===== config.mk =====
export PLATFORM = sky130hd
export DESIGN_NAME = uart_tx_arbiter
export DESIGN_NICKNAME = d
export VERILOG_FILES = /design/src/rtl/uart_pkg.sv /design/src/rtl/rr_pick.sv /design/src/rtl/uart_tx_arbiter.sv
export SDC_FILE = /design/constraint.sdc
export NUM_CORES = 1
export LEC_CHECK = 0
export ABC_AREA = 1
export CAP_MARGIN = 10
export CORE_UTILIZATION = 44
export CTS_CLUSTER_DIAMETER = 100
export CTS_CLUSTER_SIZE = 30
export DETAILED_ROUTE_END_ITERATION = 16
export HOLD_SLACK_MARGIN = 0.02
export PLACE_DENSITY = 0.76
export REMOVE_ABC_BUFFERS = 1
export SLEW_MARGIN = 25
export SYNTH_ARGS = -nofsm -noshare
export SYNTH_HDL_FRONTEND = slang
export SYNTH_HIERARCHICAL = 1
export SYNTH_SLANG_ARGS = --single-unit

===== constraint.sdc =====
create_clock -name clk -period 1.96 [get_ports clk]
set_input_delay 0.588 -clock clk [delete_from_list [all_inputs] [get_ports clk]]
set_output_delay 0.588 -clock clk [all_outputs]
set_load 0.03 [all_outputs]

===== src/rtl/uart_pkg.sv =====
// Shared UART definitions: frame width, bit timing and the
// transmit-arbiter state encoding.
package uart_pkg;

   localparam int UART_DATA_W  = 8;
   localparam int SYS_CLK_HZ   = 50_000_000;
   localparam int UART_BAUD    = 115_200;
   localparam int CLKS_PER_BIT = SYS_CLK_HZ / UART_BAUD;

   typedef enum logic [1:0] {
      ST_IDLE  = 2'd0,
      ST_ISSUE = 2'd1,
      ST_WAIT  = 2'd2
   } arb_state_e;

   function automatic int rr_next(input int cur, input int n);
      return (cur + 1) % n;
   endfunction

endpackage


===== src/rtl/rr_pick.sv =====
// Combinational round-robin picker: first pending request
// strictly after the last granted index, wrapping mod N_REQ.
module rr_pick
   import uart_pkg::*;
#(
   parameter int N_REQ = 4,
   parameter int IW    = $clog2(N_REQ)
) (
   input  logic [N_REQ-1:0] req,
   input  logic [IW-1:0]    last,
   output logic [IW-1:0]    win,
   output logic             valid
);

   int idx;

   always_comb begin
      win   = last;
      valid = 1'b0;
      idx   = int'(last);
      for (int i = 0; i < N_REQ; i++) begin
         idx = rr_next(idx, N_REQ);
         if (!valid && req[IW'(idx)]) begin
            win   = IW'(idx);
            valid = 1'b1;
         end
      end
   end

endmodule


===== src/rtl/uart_tx_arbiter.sv =====
// Round-robin sharing of one UART transmitter between N_REQ
// byte requesters, with a watchdog against a stalled transmitter.
module uart_tx_arbiter
   import uart_pkg::*;
#(
   parameter int N_REQ       = 4,
   parameter int DATA_W      = UART_DATA_W,
   parameter int TIMEOUT_CYC = 65535,
   parameter int IW          = $clog2(N_REQ)
) (
   input  logic                    clk,
   input  logic                    rst,
   input  logic [N_REQ-1:0]        req,
   input  logic [N_REQ*DATA_W-1:0] req_data,
   output logic [N_REQ-1:0]        ack,
   output logic                    tx_start,
   output logic [DATA_W-1:0]       tx_data,
   input  logic                    tx_busy,
   input  logic                    tx_done,
   output logic [IW-1:0]           grant_id,
   output logic                    active,
   output logic                    timeout
);

   localparam int CNT_W = (TIMEOUT_CYC > 0) ?
                          $clog2(TIMEOUT_CYC + 1) : 1;
   localparam logic [CNT_W-1:0] CNT_MAX =
      CNT_W'((TIMEOUT_CYC > 0) ? TIMEOUT_CYC : 1);

   arb_state_e        state_q, state_d;
   logic [N_REQ-1:0]  ack_q, ack_d;
   logic              start_q, start_d;
   logic [DATA_W-1:0] data_q, data_d;
   logic [IW-1:0]     gid_q, gid_d;
   logic              active_q, active_d;
   logic              tmo_q, tmo_d;
   logic [CNT_W-1:0]  cnt_q, cnt_d;
   logic [CNT_W-1:0]  cnt_inc;
   logic [IW-1:0]     pick_id;
   logic              pick_valid;
   logic              expire;

   rr_pick #(
      .N_REQ (N_REQ),
      .IW    (IW)
   ) u_pick (
      .req   (req),
      .last  (gid_q),
      .win   (pick_id),
      .valid (pick_valid)
   );

   // cnt_q holds cycles elapsed since the tx_start cycle
   assign cnt_inc = (cnt_q == CNT_MAX) ? cnt_q : cnt_q + 1'b1;
   assign expire  = (TIMEOUT_CYC != 0) &&
                    (int'(cnt_q) >= TIMEOUT_CYC - 1);

   always_comb begin
      state_d = state_q;
      ack_d   = '0;
      start_d = 1'b0;
      data_d  = data_q;
      gid_d   = gid_q;
      tmo_d   = 1'b0;
      cnt_d   = cnt_q;
      unique case (state_q)
         ST_IDLE: begin
            cnt_d = '0;
            if (pick_valid && !tx_busy) begin
               data_d         = req_data[int'(pick_id)*DATA_W +: DATA_W];
               gid_d          = pick_id;
               ack_d[pick_id] = 1'b1;
               start_d        = 1'b1;
               state_d        = ST_ISSUE;
            end
         end
         ST_ISSUE: begin
            cnt_d   = cnt_inc;
            state_d = ST_WAIT;
         end
         ST_WAIT: begin
            cnt_d = cnt_inc;
            if (tx_done) begin
               state_d = ST_IDLE;
            end else if (expire) begin
               tmo_d   = 1'b1;
               state_d = ST_IDLE;
            end
         end
         default: state_d = ST_IDLE;
      endcase
      active_d = (state_d != ST_IDLE);
   end

   always_ff @(posedge clk) begin
      if (rst) begin
         state_q  <= ST_IDLE;
         ack_q    <= '0;
         start_q  <= 1'b0;
         data_q   <= '0;
         gid_q    <= IW'(N_REQ - 1);
         active_q <= 1'b0;
         tmo_q    <= 1'b0;
         cnt_q    <= '0;
      end else begin
         state_q  <= state_d;
         ack_q    <= ack_d;
         start_q  <= start_d;
         data_q   <= data_d;
         gid_q    <= gid_d;
         active_q <= active_d;
         tmo_q    <= tmo_d;
         cnt_q    <= cnt_d;
      end
   end

   assign ack      = ack_q;
   assign tx_start = start_q;
   assign tx_data  = data_q;
   assign grant_id = gid_q;
   assign active   = active_q;
   assign timeout  = tmo_q;

endmodule


==> out/qor.yml <==
grt_pass1_vias: 2262
status: "finished clean"
cts_sinks: 35
syn_inst: 334
hold_path_depth: 2
drc: 0
hold_violations: 0
irDropWorstVdd_v: 0.001127
hpwl_um: 4365
r2r-start: "grant_id[0]$_SDFFE_PP1P_"
clock.fmax_mhz: 522.3
synth.avg_cell_area_um2: 6.548
grt_overflow: 0
die_x_um: 72.51
yosysSeqAreaShare_pct: 32.04
ys_types: 32
seqPwrFrac_pct: 17.4
path_buf_inv: 1
cts_root_buf: "clkbuf_8"
ys_warn_count: 6
whs_ns: 0.5053
viasPerCell: 5.027
crit_start: "ack[0]$_SDFF_PP0_"
cts_tree: "yes"
worstRegToRegCells: 13
syn_to_final_growth_pct: 51.37
crit_path_start_kind: "flip-flop"
critPathKind: "reg -> out"
grt_pass1_wl_um: 9873
dieArea_mm2: 0.005257
r2r_end: "tx_data[3]$_SDFFE_PP0P_"
path_max_fanout: 1
wire_per_inst_um: 12.41
cts-htree-levels: 2
hp-class: "reg -> reg"
io_pins: 57
p_sw_share_pct: 50.17
intPower_uw: 2801
final_area_mm2: 0.003311
crit_path_end_kind: "output pin"
skew_ns: 0.009017
min-delay-start: "cnt_q[12]$_SDFFE_PP0P_"
fp.dieH_um: 72.51
tightest_slew_ns: 0.4521
drive_gt1_share_pct: 25.06
netlist_area_mm2: 0.002187
p_leak_uw: 0.001367
firstDrtPassIters: 5
grt_max_degree: 15
start_util_pct: 46.00
nets: 468
placed_area_mm2: 0.003022
pwr-share-comb_pct: 73.4
cts_buffers: 5
cp_top_family: "buffers and inverters"
arrival_ns: 1.33
setup_viol: 0
worstSkewPairLatency_ns: 0.29
layout_min_cycle_time_ns: 1.915
max_slew_margin_pct: 69.82
grtUsageTotal_pct: 23.90
wl_um: 6083
p_sw_uw: 2820
cp_slowest_cell: "clkdlybuf4s50_1"
clockPowerShare_pct: 9.3
powerDensity_mw_per_mm2: 1698
period_share_pct: 97.69
maxSlewViolCount: 0
drtIter0Drc: 120
r2r_setup_slack_ns: 0.10
gp_routability_congestion: 0.8729
core_area_mm2: 0.004755
path_cells: "clkdlybuf4s50_1"
clk_path_buf_depth: 2
cpPeakStageDelay_ns: 0.71
num_rows: 25
fin_cells: 490
io_buffer_count: 56
hold_end: "cnt_q[12]$_SDFFE_PP0P_"
n_antenna_cell: 0
path_clk_slew_ns: 0.07
post-place-cells: 480
ant_nets: 0
required_ns: 1.37
synth-seq-cells: 35
maxCapViolations: 0
vias: 2463
antenna_found_initial: 0
## area by class of cell
type | instances | area (um2)
inverter | 41 | 163.9
multi-input combinational | 250 | 1454
clock buffer | 7 | 76.32
clock inverter | 1 | 5.005
tap | 67 | 83.83
timing repair buffer | 89 | 824.5
sequential | 35 | 703.2
fill | 406 | 1444
## Yosys cell counts
| cell type | number | area share [%] |
|---|---|---|
| nand2_1 | 92 | 16 |
| nor2_1 | 42 | 7.2 |
| inv_1 | 38 | 6.5 |
| dfxtp_1 | 35 | 32 |
| nand3_1 | 26 | 5.9 |
| o21ai_0 | 15 | 3.4 |
| a21oi_1 | 12 | 2.7 |
| nand2_2 | 8 | 2.3 |
| a31oi_1 | 7 | 2.0 |
| a41oi_1 | 7 | 2.8 |
| ha_1 | 6 | 3.4 |
| clkbuf_1 | 5 | 0.86 |
| a21oi_2 | 4 | 1.6 |
| a22oi_1 | 4 | 1.4 |
| nor2_4 | 4 | 2.1 |
| nor3_1 | 4 | 0.92 |
| nand2_4 | 3 | 1.5 |
| nand4_1 | 3 | 0.86 |
| inv_2 | 2 | 0.34 |
| nand3b_1 | 2 | 0.69 |
| o211ai_1 | 2 | 0.69 |
| or2_2 | 2 | 0.57 |
| xor2_1 | 2 | 0.80 |
| a21boi_0 | 1 | 0.34 |
| a21oi_4 | 1 | 0.74 |
| buf_2 | 1 | 0.23 |
| buf_4 | 1 | 0.34 |
| buf_6 | 1 | 0.51 |
| inv_4 | 1 | 0.29 |
| nor2_2 | 1 | 0.29 |
| o21a_1 | 1 | 0.34 |
| o21ai_2 | 1 | 0.40 |
## registers in the layout, summed over array words and instances, names as in the netlist
| name | cells |
|---|---|
| cnt_q | 16 |
| tx_data | 8 |
| ack | 4 |
| grant_id | 2 |
| state_q | 2 |
| active | 1 |
| timeout | 1 |
| tx_start | 1 |
## cell usage in the layout (no fill, tap or decap), types with 2 or more instances in the layout
master | synthesis | routed
nand3_2 | 0 | 5
inv_4 | 1 | 2
inv_1 | 38 | 32
dfxtp_1 | 35 | 33
a31oi_1 | 7 | 4
buf_4 | 1 | 27
nor3_1 | 4 | 3
dlygate4sd2_1 | 0 | 5
o211ai_1 | 2 | 2
inv_2 | 2 | 6
a31oi_2 | 0 | 2
nand4_1 | 3 | 3
nand3_1 | 26 | 21
buf_6 | 1 | 6
nor2_4 | 4 | 6
clkbuf_1 | 5 | 2
a41oi_1 | 7 | 5
nor2_1 | 42 | 36
a22oi_1 | 4 | 2
nand2_1 | 92 | 80
nand3b_1 | 2 | 2
nor2_2 | 1 | 5
clkbuf_8 | 0 | 5
nand2_2 | 8 | 15
o21ai_0 | 15 | 13
a21oi_1 | 12 | 11
nand2_4 | 3 | 8
a41oi_2 | 0 | 2
dfxtp_2 | 0 | 2
ha_1 | 6 | 6
o21ai_1 | 0 | 2
clkdlybuf4s50_1 | 0 | 50
a21oi_2 | 4 | 5
or2_2 | 2 | 2
a22oi_2 | 0 | 2
xor2_1 | 2 | 2
## metrics by stage
stage               power [uW]   TNS, ns  setup slack (ns)  utilization, %
floorplan                 2875    -5.066           -0.4189               -
global placement          4275    -7.642           -0.5264           63.55
detailed placement        4305    -7.980           -0.5397           63.55
CTS                       5237         0           0.04642           67.42
global route              6009  -0.04189          -0.02767           69.63
finish                    5621         0           0.04523           69.63
## layer usage
| layer | GRT usage (%) | share of wire, % | wire (um) |
|---|---|---|---|
| met5 | 0 | 0 | 0 |
| met4 | 6.754 | 1.3 | 77 |
| met3 | 4.444 | 5.6 | 339 |
| met2 | 39.98 | 48 | 2915 |
| met1 | 31.37 | 45 | 2750 |
## power by group through the flow
stage	clock network [uW]	logic (uW)	registers [uW]
finish	521	4120	977
global route	554	4460	992
CTS	523	3740	974
detailed placement	0	3330	979
global placement	0	3290	980
floorplan	0	1680	1200
## repair_timing
item / CTS / global route
hold endpoints to repair: 0 / 0
pin swaps: 15 / 14
hold buffers: 0 / 0
gates resized for setup: 37 / 30
buffers inserted: 1 / 0
gates cloned: 1 / 0
endpoints found under the setup margin: 20 / 15
## worst max-delay path by stage
stage	endpoint	slack (ns)	depth (start not counted)
after floorplan	ack[2]$_SDFF_PP0_	-0.42	14
after global placement	tx_data[3]$_SDFFE_PP0P_	-0.53	14
after detailed placement	tx_data[3]$_SDFFE_PP0P_	-0.54	14
after CTS	ack[0]	0.05	1
after global routing	tx_data[1]$_SDFFE_PP0P_	-0.03	13
final	ack[0]	0.05	1
## cells by family after synthesis
kind of cell | after synthesis | synth area share, %
and+or+nand+nor | 187 | 38.16
AOI/OAI and AO/OA | 55 | 16.48
DFF | 35 | 32.04
xor gates and xnor gates | 2 | 0.8011
buffers and inverters | 49 | 9.097
adders and majority gates | 6 | 3.432
No activity file was read; power rests on OpenSTA's default activity.
